**src/rtl/uart_rx.sv**
```systemverilog
// uart_rx: 8N1 UART receiver, 16x oversampled, with a hold-until-read byte register.
// Optional even-parity frame (9 bits) when UART_RX_PARITY_EN is defined.
module uart_rx #(
  parameter int unsigned OVERSAMPLE  = 16,
  parameter int unsigned SYNC_STAGES = 2
) (
  input  logic       clk,
  input  logic       rst,
  input  logic       baud_rate,
  input  logic       RX_receive,
  input  logic       rd_en,
  output logic       e_baudrate,
  output logic       busy,
  output logic [7:0] data,
  output logic       data_valid,
  output logic       frame_error,
`ifdef UART_RX_PARITY_EN
  output logic       parity_error,
`endif
  output logic       overrun
);

  localparam int unsigned TW = $clog2(OVERSAMPLE);
  localparam logic [TW-1:0] TICK_LAST = TW'(OVERSAMPLE - 1);
  localparam logic [TW-1:0] TICK_MID  = TW'(OVERSAMPLE / 2 - 1);

  typedef enum logic [2:0] {
    S_IDLE,
    S_START,
    S_DATA,
`ifdef UART_RX_PARITY_EN
    S_PARITY,
`endif
    S_STOP,
    S_WAIT_HIGH
  } state_t;

  state_t                 state_q, state_d;
  logic [SYNC_STAGES-1:0] sync_q;
  logic                   rxs;
  logic [TW-1:0]          tick_q, tick_d;
  logic [2:0]             bit_q, bit_d;
  logic [7:0]             shift_q, shift_d;
  logic [7:0]             data_d;
  logic                   valid_d, ovr_d, fe_d;
  logic                   complete;
`ifdef UART_RX_PARITY_EN
  logic                   pbad_q, pbad_d, perr_d;
`endif

  assign rxs = sync_q[SYNC_STAGES-1];

  always_comb begin
    state_d    = state_q;
    tick_d     = tick_q;
    bit_d      = bit_q;
    shift_d    = shift_q;
    data_d     = data;
    valid_d    = data_valid;
    ovr_d      = overrun;
    fe_d       = 1'b0;
    e_baudrate = 1'b0;
    busy       = 1'b1;
    complete   = 1'b0;
`ifdef UART_RX_PARITY_EN
    pbad_d     = pbad_q;
    perr_d     = 1'b0;
`endif

    case (state_q)
      S_IDLE: begin
        busy = 1'b0;
        if (!rxs) begin
          state_d = S_START;
          tick_d  = '0;
`ifdef UART_RX_PARITY_EN
          pbad_d  = 1'b0;
`endif
        end
      end

      S_START: begin
        e_baudrate = 1'b1;
        if (baud_rate) begin
          if (tick_q == TICK_MID) begin
            tick_d = '0;
            if (rxs) begin
              state_d = S_IDLE;
            end else begin
              bit_d   = '0;
              state_d = S_DATA;
            end
          end else begin
            tick_d = tick_q + 1'b1;
          end
        end
      end

      S_DATA: begin
        e_baudrate = 1'b1;
        if (baud_rate) begin
          if (tick_q == TICK_LAST) begin
            tick_d  = '0;
            shift_d = {rxs, shift_q[7:1]};
            bit_d   = bit_q + 1'b1;
            if (bit_q == 3'd7) begin
`ifdef UART_RX_PARITY_EN
              state_d = S_PARITY;
`else
              state_d = S_STOP;
`endif
            end
          end else begin
            tick_d = tick_q + 1'b1;
          end
        end
      end

`ifdef UART_RX_PARITY_EN
      S_PARITY: begin
        e_baudrate = 1'b1;
        if (baud_rate) begin
          if (tick_q == TICK_LAST) begin
            tick_d  = '0;
            state_d = S_STOP;
            if (^{shift_q, rxs}) begin
              perr_d = 1'b1;
              pbad_d = 1'b1;
            end
          end else begin
            tick_d = tick_q + 1'b1;
          end
        end
      end
`endif

      S_STOP: begin
        e_baudrate = 1'b1;
        if (baud_rate) begin
          if (tick_q == TICK_LAST) begin
            tick_d = '0;
            if (rxs) begin
              state_d = S_IDLE;
`ifdef UART_RX_PARITY_EN
              complete = !pbad_q;
`else
              complete = 1'b1;
`endif
            end else begin
              fe_d    = 1'b1;
              state_d = S_WAIT_HIGH;
            end
          end else begin
            tick_d = tick_q + 1'b1;
          end
        end
      end

      S_WAIT_HIGH: begin
        if (rxs) state_d = S_IDLE;
      end

      default: state_d = S_IDLE;
    endcase

    // A read in the completion cycle frees the register for the new byte.
    if (complete) begin
      if (!data_valid || rd_en) begin
        data_d  = shift_q;
        valid_d = 1'b1;
      end else begin
        ovr_d = 1'b1;
      end
    end else if (rd_en && data_valid) begin
      valid_d = 1'b0;
      ovr_d   = 1'b0;
    end
  end

  always_ff @(posedge clk) begin
    if (rst) begin
      state_q      <= S_IDLE;
      sync_q       <= '1;
      tick_q       <= '0;
      bit_q        <= '0;
      shift_q      <= '0;
      data         <= '0;
      data_valid   <= 1'b0;
      frame_error  <= 1'b0;
      overrun      <= 1'b0;
`ifdef UART_RX_PARITY_EN
      pbad_q       <= 1'b0;
      parity_error <= 1'b0;
`endif
    end else begin
      state_q      <= state_d;
      sync_q       <= {sync_q[SYNC_STAGES-2:0], RX_receive};
      tick_q       <= tick_d;
      bit_q        <= bit_d;
      shift_q      <= shift_d;
      data         <= data_d;
      data_valid   <= valid_d;
      frame_error  <= fe_d;
      overrun      <= ovr_d;
`ifdef UART_RX_PARITY_EN
      pbad_q       <= pbad_d;
      parity_error <= perr_d;
`endif
    end
  end

endmodule

```
**config.mk**
```make
export PLATFORM = sky130hd
export DESIGN_NAME = uart_rx
export DESIGN_NICKNAME = d
export VERILOG_FILES = /design/src/rtl/uart_rx.sv
export SDC_FILE = /design/constraint.sdc
export NUM_CORES = 1
export LEC_CHECK = 0
export CAP_MARGIN = 10
export CORE_UTILIZATION = 48
export DETAILED_ROUTE_END_ITERATION = 6
export PLACE_DENSITY = 0.74
export SYNTH_ARGS = -nofsm -noshare
export SYNTH_HDL_FRONTEND = slang
export SYNTH_SLANG_ARGS = --single-unit
```
**constraint.sdc**
```tcl
create_clock -name clk -period 1.7 [get_ports clk]
set_input_delay 0.425 -clock clk [delete_from_list [all_inputs] [get_ports clk]]
set_output_delay 0.425 -clock clk [all_outputs]
set_load 0.01 [all_outputs]
```
After elaboration in Yosys (flattened, before gate mapping)
Cells that the tools add are included.
{ "word_totals": {"reg_bits": 31, "in_bits": 5, "out_inout_bits": 13} }
{ "classes": {"n_addsub": 2, "n_eq_ne": 20, "muxes": 36, "bitwise": 3, "n_reduce_logical": 17} }
{ "ops": {"columns": ["cell", "n"], "rows": [
  ["two-way mux 3 bit", 15],
  ["!= test 2 bit, second input constant", 11],
  ["two-way mux 4 bit", 5],
  ["case mux 3 bit (5 select lines)", 1],
  ["two-way mux 1 bit", 12],
  ["case mux 4 bit (3 select lines)", 1],
  ["AND reduction 9 bit", 1],
  ["== test 3 x 2 -> 1 bit, second input constant", 2],
  ["== test 3 bit, second input constant", 2],
  ["case mux 3 bit (2 select lines)", 1],
  ["AND reduction 2 bit", 3],
  ["AND reduction 6 bit", 1],
  ["adder 4 x 1 -> 4 bit, second input constant", 1],
  ["== test 4 x 3 -> 1 bit, second input constant", 1],
  ["== test 4 bit, second input constant", 1],
  ["!= test 2 x 1 -> 1 bit, second input constant", 2],
  ["AND reduction 4 bit", 1],
  ["nonzero test 2 bit", 2],
  ["OR reduction 4 bit", 1],
  ["adder 3 x 1 -> 3 bit, second input constant", 1],
  ["== test 3 x 1 -> 1 bit, second input constant", 1],
  ["logical NOT 3 bit", 1],
  ["inverter 1 bit", 3],
  ["AND reduction 3 bit", 1],
  ["other kinds (7)", 7]
]} }

Longest topological paths before layout
Gate-level depths: netlist (run 1).
{ "logic_depth": {"word_depth": 6, "ltp_mapped": 6, "depth_no_buf": 5} }

Least setup slack after synthesis (run 1)
No wires, ideal clock.
{ "synth_timing": {"kind": "register to register", "from": "reg tick_q[0]", "to": "reg data[1]", "setup_ns": 0.128, "arrival_ns": 1.567, "setup_slack_ns": 0.006, "stages_incl_launch_ff": 6, "path_buffers": 0, "path_cell_list": "dfxtp_1 ha_1 nand3_4 nor4_4 mux2i_1 nor2_1"} }
{ "synth_via": {"elab_chain_cells": 5} }
{ "synth_rtl": {"columns": ["element", "line", "source"], "rows": [
  ["start, declared", "41", "logic [TW-1:0] tick_q, tick_d;"],
  ["start signal, assigned", "198", "tick_q <= tick_d;"],
  ["== test 4 bit", "140", "if (tick_q == TICK_LAST) begin"],
  ["two-way mux 1 bit", "140", null],
  ["two-way mux 1 bit", "139", "if (baud_rate) begin"],
  ["two-way mux 1 bit", "70", "case (state_q)"],
  ["AND reduction 2 bit (no line)", null, null],
  ["end signal, assigned", "201", "data <= data_d;"],
  ["end, declared", "14", "output logic [7:0] data,"]
]} }
No other way between the ends.
A chain may end at the register's enable or synchronous reset.

Final worst setup path (run 1)
{ "layout_timing": {"from": "reg data[6]", "to": "out data[6]"} }
No word-level cell between the ends.

==> results.sh, run 1 <==
export IMPL_htree_levels=2
export IMPL_crit_family="buffers and inverters"
export IMPL_synth_seq_area_share_pct=44.36
export IMPL_slowest_stage="clkdlybuf4s50_1"
export IMPL_start_kind="flip-flop"
export IMPL_layoutNonFillerInstCount=207
export IMPL_die_area_mm2=0.003134
export IMPL_die_w_um=55.99
export IMPL_grt_use_met1_pct=22.50
export IMPL_grt_pass1_vias=1069
export IMPL_intPower_mw=1.003
export IMPL_clk_pin_slew_ns=0.09
export IMPL_grt_pass1_wl_mm=4.692
export IMPL_p_clk_share_pct=38.2
export IMPL_antenna_found_initial=0
export IMPL_synth_area_per_cell_um2=9.516
export IMPL_tritoncts="built"
export IMPL_globalRouteMet3Util_pct=6.977
export IMPL_ys_warnings_count=0
export IMPL_wl_mm=2.724
export IMPL_ctsHoldBuffers=0
export IMPL_period_needed_ns=1.638
export IMPL_dpl_hpwl_mm=1.958
export IMPL_post_route_util_pct=64.97
export IMPL_drv_slew=0
export IMPL_run_status="complete, no violations"
export IMPL_synth_edff_count=0
export IMPL_dominantRegCellSynth="dfxtp_1"
export IMPL_insertedDiodeCount=0
export IMPL_fmax_ghz=0.6103
export IMPL_drt_initial_drc_count=40
export IMPL_cts_root_buf="clkbuf_4"
export IMPL_rsz0062_at_grt="no"
export IMPL_maxCapViolCount=0
export IMPL_dp_cells=199
export IMPL_p_seq_share_pct=56.9
export IMPL_combinationalPowerShare_pct=4.9
export IMPL_grt_usage_pct=19.79
export IMPL_die_h_um=55.99
export IMPL_grt_ovfl_total=0
export IMPL_synth_seq_cells=31
export IMPL_hold_viol_final=0
export IMPL_p_switching_mw=0.2888
export IMPL_yosys_area_top_type_share_pct=44.36
export IMPL_drc=0
export IMPL_dr_pass1_iters=7
export IMPL_cts_sinks=31
export IMPL_crit_required_ns=1.27
export IMPL_viasPerCell=5.551
export IMPL_ys_top_cells_by_area="dfxtp_1, mux2i_1, nor2_1, ha_1, nand2b_1"
export IMPL_power_density_mw_per_mm2=720.9
export IMPL_slew_headroom_pct=65.68
export IMPL_io_buffers=17
export IMPL_fin_skew_ns=0.005937
export IMPL_syn_to_final_growth_pct=28.09
export IMPL_hold_path_class="reg -> reg"
export IMPL_clock_path_buffers=2
export IMPL_crit_path_max_incr_delay_ns=0.54
export IMPL_period_share_pct=96.38
export IMPL_p_sw_share_pct=22.36
export IMPL_grt_start_max_net_pins=20
export IMPL_cts_buffers=5
export IMPL_finalSetupViolCount=0
export IMPL_layout_nets=183
export IMPL_vdd_drop_max_mv=0.6784
export IMPL_synth_top_area_cell="dfxtp_1"
export IMPL_worst_pin_slew_ns=0.5113
export IMPL_coreArea_mm2=0.002758
export IMPL_synth_area_mm2=0.001399
export IMPL_post_cts_buffers=0
export IMPL_p_leak_nw=0.7991
export IMPL_start_util_pct=50.73
export IMPL_clk_insertion_delay_late_ns=0.34
export IMPL_worstPathArrival_ns=1.21
export IMPL_yosysUniqueCellTypes=35
export IMPL_gp_congestion=0.8119
export IMPL_endpoint_kind="output port"
export IMPL_rows=19
export IMPL_power_mw=1.292
export IMPL_cp_num_buf_inv=1
export IMPL_crit_type="reg -> out"
export IMPL_syn_inst=147
export IMPL_busiest_layer="met2"
export IMPL_layout_drive_gt1_share_pct=21.02
export IMPL_post_drt_wl_per_cell_um=13.16
export IMPL_ios=18
export IMPL_via_count=1149
export IMPL_synth_async_reset_ratio_pct=0
export IMPL_crit_path_cell_trace="clkdlybuf4s50_1"
export IMPL_met2_usage_pct=32.99
export IMPL_synthesis_nets=155
export IMPL_drtAntennaViolNets=0
export IMPL_worstPathMaxFanout=2
power by group through the flow:
stage | sequential [mW] | combinational, mW | clock, mW
final | 0.735 | 0.0639 | 0.493
after global routing | 0.736 | 0.0692 | 0.552
after CTS | 0.734 | 0.0642 | 0.510
after detailed placement | 0.751 | 0.0648 | 0
after global placement | 0.751 | 0.0632 | 0
after floorplan | 0.748 | 0.0339 | 0
metrics by stage:
stage | setup WS, ns | instance area, um2 | hold slack, ns | TNS, ns
4_1_cts | 0.003563 | 1769 | 0.4406 | 0
3_3_place_gp | -0.2376 | 1694 | 0.3932 | -3.371
2_1_floorplan | 0.005718 | 1399 | 0.3895 | 0
3_5_place_dp | -0.2705 | 1694 | 0.4178 | -3.973
6_report | 0.06152 | 1792 | 0.4343 | 0
5_1_grt | 0.0002442 | 1792 | 0.4622 | 0
cell families (layout without fill, tap and decap cells):
kind of cell | count (synthesis) | count (layout) | synth area share [%]
simple gates | 63 | 63 | 25.85
flops | 31 | 31 | 44.37
mux | 20 | 20 | 14.31
compound gates | 18 | 18 | 8.766
buf+inv | 11 | 40 | 3.399
fa+ha+maj | 3 | 3 | 2.684
xor+xnor | 1 | 1 | 0.6262
layout make-up:
type	instances	area (um2)
Inverter	1	3.754
Sequential cell	31	624.3
Clock buffer	7	65.06
Tap cell	31	38.79
Timing Repair Buffer	31	306.5
Clock inverter	1	7.507
Fill cell	230	965.9
Multi-Input combinational cell	105	745.7
layout by cell type (no fill, tap or decap), types with 2 or more instances in the layout:
master / Yosys / layout
or3_1: 3 / 3
dfxtp_2: 0 / 3
clkdlybuf4s50_1: 0 / 10
a31oi_1: 2 / 2
buf_12: 0 / 2
nor3_1: 4 / 4
nand3_1: 3 / 3
clkbuf_8: 0 / 2
nand4b_1: 2 / 2
mux2i_1: 20 / 20
a311oi_1: 2 / 2
a21oi_1: 4 / 4
ha_1: 3 / 2
dfxtp_1: 31 / 28
nor2b_1: 4 / 3
nor2_1: 23 / 23
or2_2: 2 / 2
nand2b_1: 5 / 5
buf_4: 0 / 12
nand2_1: 6 / 6
clkbuf_4: 0 / 5
o21ai_0: 4 / 4
dlymetal6s2s_1: 0 / 5
nor3b_1: 2 / 2
a21o_1: 2 / 2
state kept, by name (all words and copies together) (netlist names):
signal       flops
bit_q            3
frame_error      1
data_valid       1
tick_q           4
state_q          3
data             8
overrun          1
sync_q           2
shift_q          8
repair_timing:
item	CTS	global route
setup endpoints to repair	2	15
pin swaps	0	0
resized for setup	6	10
Yosys cell counts (2+ instances only):
library cell,n
nand3_1,3
nor3b_1,2
nand2_1,6
ha_1,3
nand4b_1,2
a21oi_1,4
nand2b_1,5
nor2b_1,4
nor3_1,4
a311oi_1,2
mux2i_1,20
or2_2,2
dfxtp_1,31
clkbuf_1,5
a31oi_1,2
o21ai_0,4
or3_1,3
buf_2,5
a21o_1,2
nor2_1,23
worst paths after layout:
path	startpoint	to	slack, ns	cells after the start
setup / recovery	data[6]	data[6]	0.06	1
hold reg to reg	sync_q[0]	sync_q[1]	0.43	1
hold / removal	sync_q[0]	sync_q[1]	0.43	1
setup reg to reg	tick_q[0]	data[7]	0.12	6
metal layers:
layer  vias to the layer above  part of all wire, %  wire length [um]
li1                        573                    -                 -
met1                       538                   42              1155
met2                        32                   50              1367
met3                         6                  5.3               144
met4                         0                  2.1                57
met5                         -                    0                 0
Note: power is estimated with default switching activity, not from simulation.
==> inputs of run 2 (changes only) <==
--- a/config.mk
+++ b/config.mk
@@ -6,6 +6,7 @@
 export NUM_CORES = 1
 export LEC_CHECK = 0
 export CAP_MARGIN = 10
+export CORE_MARGIN = 2
 export CORE_UTILIZATION = 48
 export DETAILED_ROUTE_END_ITERATION = 6
 export PLACE_DENSITY = 0.74
==> run 2 against run 1 <==
  * Clock skew increased by 0.0052 ns
  * Final cell count increased by 0.97%
  * Combinational power increased by 3%
  * Worst hold slack about the same
  * Design area increased by 0.49%
  * Sequential power about the same
  * Register-to-register slack about the same
  * Routed wire length increased by 2.8%
  * Non-clock buffer count increased by 2
  * Critical path type unchanged
  * Largest power group unchanged
==> results.sh, run 2 (synthesis results as in run 1) <==
export IMPL_drt_initial_drc_count=17
export IMPL_slew_headroom_pct=76.25
export IMPL_p_clk_share_pct=38.2
export IMPL_clk_pin_slew_ns=0.10
export IMPL_cts_buffers=5
export IMPL_grt_ovfl_total=0
export IMPL_r2r_end="data[6]"
export IMPL_grt_pass1_wl_mm=4.892
export IMPL_vdd_drop_max_mv=0.8244
export IMPL_io_buffers=17
export IMPL_rows=19
export IMPL_viasPerCell=5.411
export IMPL_p_leak_nw=0.7342
export IMPL_crit_path_cell_trace="clkdlybuf4s50_1"
export IMPL_dr_pass1_iters=5
export IMPL_run_status="complete, no violations"
export IMPL_crit_family="buffers and inverters"
export IMPL_gp_congestion=0.8472
export IMPL_final_common_cell="dfxtp_1"
export IMPL_crit_type="reg -> out"
export IMPL_crit_path_max_incr_delay_ns=0.54
export IMPL_dp_slack_ns=-0.2619
export IMPL_layout_drive_gt1_share_pct=21.35
export IMPL_ios=18
export IMPL_via_count=1131
export IMPL_worstHoldStart="sync_q[0]"
export IMPL_endpoint_kind="output port"
export IMPL_finalSetupViolCount=0
export IMPL_coreArea_mm2=0.002758
export IMPL_maxCapViolCount=0
export IMPL_p_sw_share_pct=22.37
export IMPL_p_seq_share_pct=56.8
export IMPL_r2r_start="tick_q[0]"
export IMPL_die_area_mm2=0.003362
export IMPL_setup_ws_ns=0.06286
export IMPL_worstRegToRegCells=6
export IMPL_die_w_um=57.99
export IMPL_dp_cells=201
export IMPL_power_density_mw_per_mm2=719.3
export IMPL_htree_levels=2
export IMPL_start_kind="flip-flop"
export IMPL_drv_slew=0
export IMPL_post_route_util_pct=65.29
export IMPL_period_needed_ns=1.637
export IMPL_grt_start_max_net_pins=17
export IMPL_crit_required_ns=1.27
export IMPL_drtAntennaViolNets=0
export IMPL_hold_viol_final=0
export IMPL_cp_num_buf_inv=1
export IMPL_worstPathMaxFanout=3
export IMPL_grt_usage_pct=19.16
export IMPL_tritoncts="built"
export IMPL_hold_path_cell_count=1
export IMPL_combinationalPowerShare_pct=5.1
export IMPL_final_area_mm2=0.001800
export IMPL_syn_to_final_growth_pct=28.71
export IMPL_die_h_um=57.99
export IMPL_grt_pass1_vias=1126
export IMPL_fin_skew_ns=0.01111
export IMPL_layoutNonFillerInstCount=209
export IMPL_post_drt_wl_per_cell_um=13.40
export IMPL_hold_path_class="reg -> reg"
export IMPL_holdPathEnd="sync_q[1]"
export IMPL_wl_mm=2.801
export IMPL_cts_sinks=31
export IMPL_cts_root_buf="clkbuf_4"
export IMPL_insertedDiodeCount=0
export IMPL_worstPathArrival_ns=1.21
export IMPL_p_switching_mw=0.2897
export IMPL_clock_path_buffers=2
export IMPL_biggestRegsByFlops="data x8, shift_q x8, tick_q x4"
export IMPL_drc=0
export IMPL_clk_insertion_delay_late_ns=0.33
export IMPL_dpl_hpwl_mm=2.069
export IMPL_r2r_setup_slack_ns=0.12
export IMPL_period_share_pct=96.30
export IMPL_fmax_ghz=0.6108
export IMPL_rsz0062_at_grt="no"
export IMPL_intPower_mw=1.005
export IMPL_layout_nets=185
export IMPL_start_util_pct=50.73
export IMPL_worst_pin_slew_ns=0.3558
export IMPL_antenna_found_initial=0
export IMPL_slowest_stage="clkdlybuf4s50_1"
export IMPL_fin_setup_tns_ns=0
export IMPL_layout_common_cells="dfxtp_1, nor2_1, mux2i_1, clkdlybuf4s50_1, buf_4"
export IMPL_placed_cell_area_mm2=0.001709
-- run 2: cell count changes in the layout (fill, tap and decap cells not counted), sizes merged --
| cell | before | now |
|---|---|---|
| dlymetal6s2s | 5 | 1 |
| clkdlybuf4s50 | 10 | 14 |
| clkbuf | 7 | 8 |
| buf | 15 | 16 |
-- run 2: layout make-up --
| type | instances | area [um2] |
|---|---|---|
| Clock buffer | 7 | 65.06 |
| Clock inverter | 1 | 7.507 |
| Fill cell | 251 | 957.2 |
| Inverter | 1 | 3.754 |
| Multi-Input combinational cell | 105 | 752.0 |
| Sequential cell | 31 | 621.8 |
| Tap cell | 31 | 38.79 |
| Timing Repair Buffer | 33 | 311.5 |
-- run 2: layer usage --
| metal | share of wire, % | global-route usage, % |
|---|---|---|
| met1 | 44 | 22.33 |
| met2 | 51 | 32.95 |
| met3 | 3.1 | 4.911 |
| met4 | 2.0 | 8.638 |
| met5 | 0 | 0 |
-- run 2: worst max path at each step --
stage / from / to / slack [ns] / cells past startpoint
after global placement: baud_rate / data[7] / -0.23 / 6
after global routing: state_q[2] / e_baudrate / 0.003 / 3
after detailed placement: baud_rate / data[6] / -0.26 / 6
after floorplan: tick_q[0] / data[1] / 0.006 / 5
after CTS: state_q[0] / busy / 0.008 / 2
final: data_valid / data_valid / 0.06 / 1
-- run 2: metrics by stage --
stage               hold slack [ns]  total power, mW
floorplan                    0.3895           0.7821
global placement             0.3913           0.8154
detailed placement           0.4006           0.8170
CTS                          0.4402            1.307
global route                 0.4455            1.350
finish                       0.4342            1.295
-- run 2: power groups by stage --
stage,logic [mW],registers [mW],clock network [mW]
finish,0.0655,0.735,0.495
global route,0.0706,0.736,0.544
CTS,0.0650,0.734,0.507
detailed placement,0.0662,0.751,0
global placement,0.0649,0.751,0
floorplan,0.0339,0.748,0
-- run 2: what timing repair did --
item / CTS / global route
endpoints found under the setup margin: 2 / 14
cloned: 0 / 0
setup buffers: 0 / 0
gates resized for setup: 4 / 6
hold buffers: 0 / 0
pin swaps: 0 / 0
